File: config.mk
export PLATFORM = sky130hd
export DESIGN_NAME = spike_rate_encoder
export DESIGN_NICKNAME = d
export VERILOG_FILES = /design/src/rtl/spike_codec_pkg.sv /design/src/rtl/spike_phase_acc.sv /design/src/rtl/spike_rate_encoder.sv
export SDC_FILE = /design/constraint.sdc
export NUM_CORES = 1
export LEC_CHECK = 0
export ABC_AREA = 1
export CAP_MARGIN = 20
export CORE_UTILIZATION = 35
export CTS_CLUSTER_DIAMETER = 100
export CTS_CLUSTER_SIZE = 10
export DETAILED_ROUTE_END_ITERATION = 10
export PLACE_DENSITY = 0.64
export SETUP_SLACK_MARGIN = 0.2
export SLEW_MARGIN = 10
export SYNTH_ARGS = -nofsm -noshare
export SYNTH_HDL_FRONTEND = slang
export SYNTH_SLANG_ARGS = --single-unit
File: constraint.sdc
create_clock -name clk -period 1.7 [get_ports clk]
set_clock_uncertainty 0.1 [all_clocks]
set_input_delay 0.34 -clock clk [delete_from_list [all_inputs] [get_ports clk]]
set_output_delay 0.34 -clock clk [all_outputs]
set_load 0.01 [all_outputs]
File: src/rtl/spike_codec_pkg.sv
// Shared definitions for the spike rate encoder and the matching accumulator side.
package spike_codec_pkg;

  localparam int unsigned DEFAULT_TIMER_WIDTH = 5;

  typedef enum logic {
    IDLE = 1'b0,
    RUN  = 1'b1
  } enc_state_e;

  // Window length in cycles for a given timer width.
  function automatic int unsigned w_len(input int unsigned width);
    return 32'd1 << width;
  endfunction

endpackage

File: src/rtl/spike_phase_acc.sv
// Phase accumulator: the carry-out of acc+val is the spike, so val spikes come out
// evenly spread over one full wrap of the accumulator.
module spike_phase_acc
  import spike_codec_pkg::*;
#(
  parameter int unsigned TIMER_WIDTH = DEFAULT_TIMER_WIDTH
) (
  input  logic                   clk,
  input  logic                   rstn,
  input  logic                   i_load,
  input  logic                   i_step,
  input  logic [TIMER_WIDTH-1:0] i_val,
  output logic                   o_spike
);

  logic [TIMER_WIDTH-1:0] r_acc;
  logic [TIMER_WIDTH-1:0] r_val;
  logic                   r_spike;
  logic [TIMER_WIDTH:0]   w_sum;

  assign w_sum   = {1'b0, r_acc} + {1'b0, r_val};
  assign o_spike = r_spike;

  // A load on a step edge still emits the old window's last spike before clearing acc.
  always_ff @(posedge clk) begin
    if (!rstn) begin
      r_acc   <= '0;
      r_val   <= '0;
      r_spike <= 1'b0;
    end else begin
      r_spike <= i_step ? w_sum[TIMER_WIDTH] : 1'b0;
      if (i_load) begin
        r_val <= i_val;
        r_acc <= '0;
      end else if (i_step) begin
        r_acc <= w_sum[TIMER_WIDTH-1:0];
      end
    end
  end

endmodule

File: src/rtl/spike_rate_encoder.sv
// Rate-codes a count into exactly that many spikes over a 2^TIMER_WIDTH-cycle window.
// SPIKE_RATE_ENCODER_BACK_TO_BACK_EN allows reloading on the last window cycle.
module spike_rate_encoder
  import spike_codec_pkg::*;
#(
  parameter int unsigned TIMER_WIDTH = DEFAULT_TIMER_WIDTH
) (
  input  logic                   clk,
  input  logic                   rstn,
  input  logic                   in_valid,
  output logic                   in_ready,
  input  logic [TIMER_WIDTH-1:0] in_count,
  output logic                   spike,
  output logic                   busy,
  output logic                   window_done
);

  localparam int unsigned            W_LEN    = w_len(TIMER_WIDTH);
  localparam logic [TIMER_WIDTH-1:0] LAST_CNT = TIMER_WIDTH'(W_LEN - 1);

  enc_state_e             r_state;
  enc_state_e             w_state_nxt;
  logic [TIMER_WIDTH-1:0] r_cnt;
  logic [TIMER_WIDTH-1:0] w_cnt_nxt;
  logic                   r_window_done;
  logic                   w_done_nxt;
  logic                   w_load;
  logic                   w_step;
  logic                   w_last;
  logic                   w_ready;
  logic                   w_accept;

  assign w_last = (r_state == RUN) && (r_cnt == LAST_CNT);

`ifdef SPIKE_RATE_ENCODER_BACK_TO_BACK_EN
  assign w_ready = (r_state == IDLE) || w_last;
`else
  assign w_ready = (r_state == IDLE);
`endif

  assign w_accept    = in_valid && w_ready;
  assign in_ready    = w_ready;
  assign busy        = (r_state == RUN);
  assign window_done = r_window_done;

  always_ff @(posedge clk) begin
    if (!rstn) begin
      r_state       <= IDLE;
      r_cnt         <= '0;
      r_window_done <= 1'b0;
    end else begin
      r_state       <= w_state_nxt;
      r_cnt         <= w_cnt_nxt;
      r_window_done <= w_done_nxt;
    end
  end

  always_comb begin
    w_state_nxt = r_state;
    w_cnt_nxt   = r_cnt;
    w_done_nxt  = 1'b0;
    w_load      = 1'b0;
    w_step      = 1'b0;
    case (r_state)
      IDLE: begin
        if (w_accept) begin
          w_load      = 1'b1;
          w_cnt_nxt   = '0;
          w_state_nxt = RUN;
        end
      end
      RUN: begin
        w_step    = 1'b1;
        w_cnt_nxt = r_cnt + TIMER_WIDTH'(1);
        if (w_last) begin
          w_done_nxt = 1'b1;
          // Only reachable with back-to-back reload; otherwise drop to IDLE.
          if (w_accept) begin
            w_load    = 1'b1;
            w_cnt_nxt = '0;
          end else begin
            w_state_nxt = IDLE;
          end
        end
      end
      default: w_state_nxt = IDLE;
    endcase
  end

  spike_phase_acc #(
    .TIMER_WIDTH(TIMER_WIDTH)
  ) u_phase_acc (
    .clk    (clk),
    .rstn   (rstn),
    .i_load (w_load),
    .i_step (w_step),
    .i_val  (in_count),
    .o_spike(spike)
  );

endmodule

==> results.cfg, run 1 <==
[sta]
timing_hold_violations_final = 0
fin_setup_tns_ns = 0
slew_viol_final = 0
setup_viol = 0
grt_setup_unrepaired = yes
holdWs_ns = 0.3930
period_share = 0.8684
finalWorstSetupSlack_ns = 0.2237
relSlewSlack = 0.8492
period_minus_slack_ns = 1.476
worst_slew_pin_slew_ns = 0.2255
fmax_ghz = 0.6774

[routing]
drc = 0
dr.first_iter.drc_count = 15
wl_per_cell_um = 11.25
ant_nets = 0
vias_per_cell = 4.859
vias = 758
totalWireLength_um = 1755
firstDrtPassIters = 4

[global_route]
grt_pass1_vias = 678
grt_pass1_wl_um = 2904
overflow = 0
gr-usage-all-layers = 0.1449
grt_max_degree = 16
grt_antenna_before_repair = 0

[placed_design]
place_ws_ns = 0.1078
hpwl_um = 1421
gp_congestion = 0.7242
port_buffers = 11

[synthesis]
synth_compound_area_frac = 0.1086
synth_area_leaders = dfxtp_1, nor2_1, ha_1
ys_warn_count = 0
synthSimpleGateAreaFrac = 0.2883
synth-xor-area-share = 0.009749
muxShareOfSynthArea = 0
netlist_area_um2 = 898.4
syn_area_per_cell_um2 = 7.880
synth_edf_count = 0
yosys.area.top_type = dfxtp_1
yosysSeqAreaShare = 0.4011
synth.top_cells.by_count = nor2_1, nand2_1, dfxtp_1
netlist_instances = 114
yosysTopAreaCellShare = 0.4011
ys.flop_type = dfxtp_1
ys_types = 23
synth_seq_cells = 18
synth_most_common_cell = nor2_1
yosys.area_share.adder = 0.1198
synth_top_family_by_area = simple AND/OR/NAND/NOR gates
async_reset_ff_frac = 0
synth_nets = 130

[power]
p_sw_frac = 0.2645
power_frac_comb = 0.177
internal_power_uw = 588.6
ir_drop_uv = 427.8
p_leak_uw = 0.0004768
switchingPower_uw = 211.7
clkPwrFrac = 0.249
p_per_area_nw_per_um2 = 733.5
p_seq_frac = 0.573

[critical_path]
required_ns = 1.83
path_cells = ha_4 -> fa_2 -> nand2_2 -> nand2_2 -> nand2_1 -> nand2_1 -> nand3_1 -> nand2_1 -> inv_1
cp_slowest_stage_delay_ns = 0.37
crit_start = u_phase_acc.r_val[0]
cp_slowest_cell = dfxtp_4
worstReg2RegStart = u_phase_acc.r_val[0]
cp.arrival_ns = 1.60
crit_path_frequent_cell = nand2_1
path_max_fanout = 3
critPathCaptureType = flip-flop
setup.worst_path.start_class = flip-flop
crit_type = reg2reg

[clock_tree]
cts_setup_buffers = 0
clock-sinks = 18
cts_buffers = 3
cts_root_buf = clkbuf_4
htreeDepth = 1
ctsHoldBuffers = 0
insertion_delay_ns = 0.28
clk_pin_slew_ns = 0.10
cts_tree = yes
clockBufferDepth = 2

[layout]
fill_cells = 231
area_growth_pct = 21.45
layout-drive-gt1-share = 0.1563
finalNetCount = 146
ff_latch_area_um2 = 367.9
diodes = 0
multi_input_area_um2 = 493.0

[hold_path]
hp-start = r_cnt[2]
hp-class = reg2reg

[floorplanning]
core_um2 = 2318
die_h_um = 52.67
die-area_um2 = 2774
start_util = 0.3875
core.rowCount = 17
io-pin-count = 12
dieWidth_um = 52.67

[run_status]
status = finished clean

[run]
maxCapViolCount = 0
[layout by cell type (no fill, tap or decap), types with 2 or more instances in the layout]
master / instances
ha_1: 6
nand3_1: 6
nand2_2: 2
dlygate4sd2_1: 3
o21ai_0: 8
a21oi_1: 7
buf_4: 2
clkdlybuf4s50_1: 7
clkbuf_4: 3
inv_1: 8
dfxtp_1: 14
dfxtp_2: 3
nor2_1: 24
nand2_1: 18
a22oi_1: 2
[logic make-up (layout without fill, tap and decap cells)]
group / after synthesis / in the layout
DFF: 18 / 18
buffers and inverters: 13 / 27
AOI/OAI and AO/OA: 18 / 18
adders and majority gates: 8 / 8
and+or+nand+nor: 56 / 56
xor gates and xnor gates: 1 / 1
[worst max-delay path: cells and delay by family, from the launching register on]
family	cells	cell delay, ns
and+or+nand+nor	6	0.36
DFF	1	0.37
adders and majority gates	2	0.54
buffers and inverters	1	0.04
[cell type report]
type,count,area share
multi-input cells,83,0.4518
flip-flops and latches,18,0.3372
repair buffers,13,0.1135
inverters,11,0.04472
well taps,28,0.03211
clock buffers,3,0.02064
[routing by layer]
metal  up-vias  global-route usage  wire [um]
met1       339              0.1847        816
met5         -                   0          0
met3         2             0.02609         45
met2        11              0.2405        886
li1        406                   -          -
met4         0             0.05263          6
[through the flow]
stage	total power [uW]	std cells	area (um2)	util
finish	800.3	156	1091	0.4706
global route	852.3	156	1091	0.4706
CTS	809.3	156	1067	0.4603
detailed placement	608.2	153	1042	0.4495
global placement	606.0	153	1042	0.4495
floorplan	559.3	114	898.4	-
[worst paths after layout]
| kind | to | slack (ns) | cells after the start |
|---|---|---|---|
| worst max-delay path | u_phase_acc.r_acc[4] | 0.22 | 9 |
| worst min-delay path | r_cnt[2] | 0.39 | 2 |
| worst max register to register | u_phase_acc.r_acc[4] | 0.22 | 9 |
| worst min register to register | r_cnt[2] | 0.39 | 2 |
[registers in the layout, indices dropped and copies added (netlist names)]
signal / flops
r_cnt: 5
u_phase_acc.r_acc: 5
u_phase_acc.r_val: 5
busy: 1
u_phase_acc.o_spike: 1
window_done: 1
[power by group through the flow]
| stage | registers (uW) | clock network, uW | logic [uW] |
|---|---|---|---|
| global placement | 467 | 0 | 139 |
| floorplan | 461 | 0 | 97.9 |
| global route | 462 | 230 | 160 |
| CTS | 458 | 210 | 141 |
| detailed placement | 467 | 0 | 141 |
| finish | 459 | 199 | 142 |
[what timing repair did]
| item | CTS | global route |
|---|---|---|
| pin swaps | 0 | 6 |
| endpoints found under the setup margin | 5 | 5 |
| endpoints found under the hold margin | 0 | 0 |
| resized for setup | 6 | 8 |
(Power assumes the default switching activity.)
==> run 2, diff against run 1 <==
--- a/config.mk
+++ b/config.mk
@@ -7,6 +7,7 @@
 export LEC_CHECK = 0
 export ABC_AREA = 1
 export CAP_MARGIN = 20
+export CORE_MARGIN = 4
 export CORE_UTILIZATION = 35
 export CTS_CLUSTER_DIAMETER = 100
 export CTS_CLUSTER_SIZE = 10
==> run 2 against run 1 <==
Against the previous run: global-route usage is 3.7 points lower; die area rose by 24%; non-clock buffer count is 2 higher; critical path depth down 4; sequential share of layout area is 1.4 points lower; total power rose by 7.9%; routed wire length is 1.7% lower; sequential cell count is the same; sequential power is essentially flat; critical path type unchanged; highest routed layer unchanged.
==> results.cfg, run 2 (synthesis gave the netlist of run 1 again) <==
[routing]
wl_per_cell_um = 10.72
vias_per_cell = 4.677
dr.first_iter.drc_count = 13
firstDrtPassIters = 4
drc = 0
ant_nets = 0
totalWireLength_um = 1726
vias = 753

[layout]
area_growth_pct = 26.74
layout-drive-gt1-share = 0.1985
final_cell_mix = nor2_1, nand2_1, dfxtp_1, o21ai_0, inv_1
final_area_um2 = 1139
reg_top3 = r_cnt (5), u_phase_acc.r_acc (5), u_phase_acc.r_val (5)
final_common_cell = nor2_1
finalNetCount = 148
diodes = 0

[global_route]
grt_antenna_before_repair = 0
overflow = 0
gr-usage-all-layers = 0.1084
grt_pass1_vias = 704
grt_max_degree = 11
grt_pass1_wl_um = 2891

[clock_tree]
clk_pin_slew_ns = 0.10
cts_tree = yes
clockBufferDepth = 2
cts_root_buf = clkbuf_4
htreeDepth = 1
cts_buffers = 3
insertion_delay_ns = 0.28
clock-sinks = 18

[power]
power.total_uw = 863.4
p_per_area_nw_per_um2 = 758.3
ir_drop_uv = 527.0
p_leak_uw = 0.0004972

[critical_path]
cp.arrival_ns = 1.53
crit_type = reg2reg
required_ns = 1.78
path_max_fanout = 3
worstReg2RegStart = u_phase_acc.r_acc[0]
reg2reg_depth = 5
cp-endpoint = u_phase_acc.r_acc[2]
reg2reg_to = u_phase_acc.r_acc[2]
crit_start = u_phase_acc.r_acc[0]
ff2ff_setup_slack_ns = 0.25
setup.worst_path.start_class = flip-flop
critPathCaptureType = flip-flop

[floorplanning]
die-area_um2 = 3442
core_um2 = 2455
die_h_um = 58.67
core.rowCount = 18
io-pin-count = 12
dieWidth_um = 58.67
start_util = 0.3660

[sta]
fmax_ghz = 0.6899
relSlewSlack = 0.8417
fin_setup_tns_ns = 0
period_share = 0.8527
worst_slew_pin_slew_ns = 0.2366
timing_hold_violations_final = 0
slew_viol_final = 0
setup_viol = 0
period_minus_slack_ns = 1.450
grt_setup_unrepaired = yes

[run_status]
status = finished clean

[placed_design]
hpwl_um = 1339
gp_congestion = 0.7961
port_buffers = 11
dpl_cell_area_um2 = 1052

[hold_path]
hp-class = reg2reg
hp-start = r_cnt[2]

[run]
maxCapViolCount = 0
[run 2: changes by cell type in the layout (fill, tap and decap cells not counted)]
cell	delta
a22oi_1	-1
a22oi_2	+1
buf_4	+2
clkbuf_8	+1
clkdlybuf4s15_1	+1
dlygate4sd2_1	-1
nand3_1	-2
nand3_2	+2
[run 2: metrics by stage]
| stage | instances | utilization | setup slack (ns) | hold WS (ns) |
|---|---|---|---|---|
| 6_report | 161 | 0.4638 | 0.2505 | 0.3888 |
| 3_3_place_gp | 156 | 0.4286 | 0.1294 | 0.3572 |
| 2_1_floorplan | 114 | - | 0.2603 | 0.3413 |
| 4_1_cts | 160 | 0.4444 | 0.006913 | 0.3821 |
| 3_5_place_dp | 156 | 0.4286 | 0.1112 | 0.3645 |
| 5_1_grt | 161 | 0.4638 | 0.1896 | 0.4128 |
[run 2: cell type report]
type / instances / area, um2
well taps: 30 / 37.54
fillers: 249 / 1316
flip-flops and latches: 18 / 367.9
repair buffers: 15 / 140.1
inverters: 11 / 48.80
clock buffers: 4 / 36.28
multi-input cells: 83 / 508.0
[run 2: how the worst min path moves through the flow]
stage	cells past startpoint	to	slack (ns)
global placement	2	u_phase_acc.r_acc[0]	0.36
finish	2	r_cnt[2]	0.39
floorplan	2	u_phase_acc.r_acc[0]	0.34
detailed placement	2	u_phase_acc.r_acc[0]	0.36
CTS	2	u_phase_acc.r_acc[0]	0.38
global route	2	u_phase_acc.r_acc[0]	0.41
[run 2: metal layers]
layer / part of all wire / vias up / global-route usage
met1: 0.49 / 334 / 0.1417
met3: 0.033 / 2 / 0.02632
met5: 0 / - / 0
met4: 0.0075 / 0 / 0.02913
met2: 0.47 / 9 / 0.1786
li1: - / 408 / -
[run 2: repair_timing]
action,in CTS,in global routing
setup buffers,0,1
gates cloned,0,0
pin swaps,0,7
hold buffers,0,0
gates resized for setup,6,12
setup endpoints to repair,5,4
[run 2: worst max-delay path: stages, from the launching register on]
cell	delay, ns
dfxtp_2	0.35
ha_4	0.17
fa_2	0.37
buf_4	0.14
xnor2_1	0.14
a21oi_1	0.08
[run 2: report_power, final]
| part | internal [uW] | switching, uW |
|---|---|---|
| Clock | 130 | 125 |
| Sequential | 441 | 17.7 |
| Combinational | 69.2 | 80.4 |
| Total | 641 | 223 |
==> run 3, diff against run 2 <==
--- a/config.mk
+++ b/config.mk
@@ -12,6 +12,7 @@
 export CTS_CLUSTER_DIAMETER = 100
 export CTS_CLUSTER_SIZE = 10
 export DETAILED_ROUTE_END_ITERATION = 10
+export HOLD_SLACK_MARGIN = 0.03
 export PLACE_DENSITY = 0.64
 export SETUP_SLACK_MARGIN = 0.2
 export SLEW_MARGIN = 10
==> results of run 3 <==
The final DEF is identical to that of run 2; final timing and power are the same.
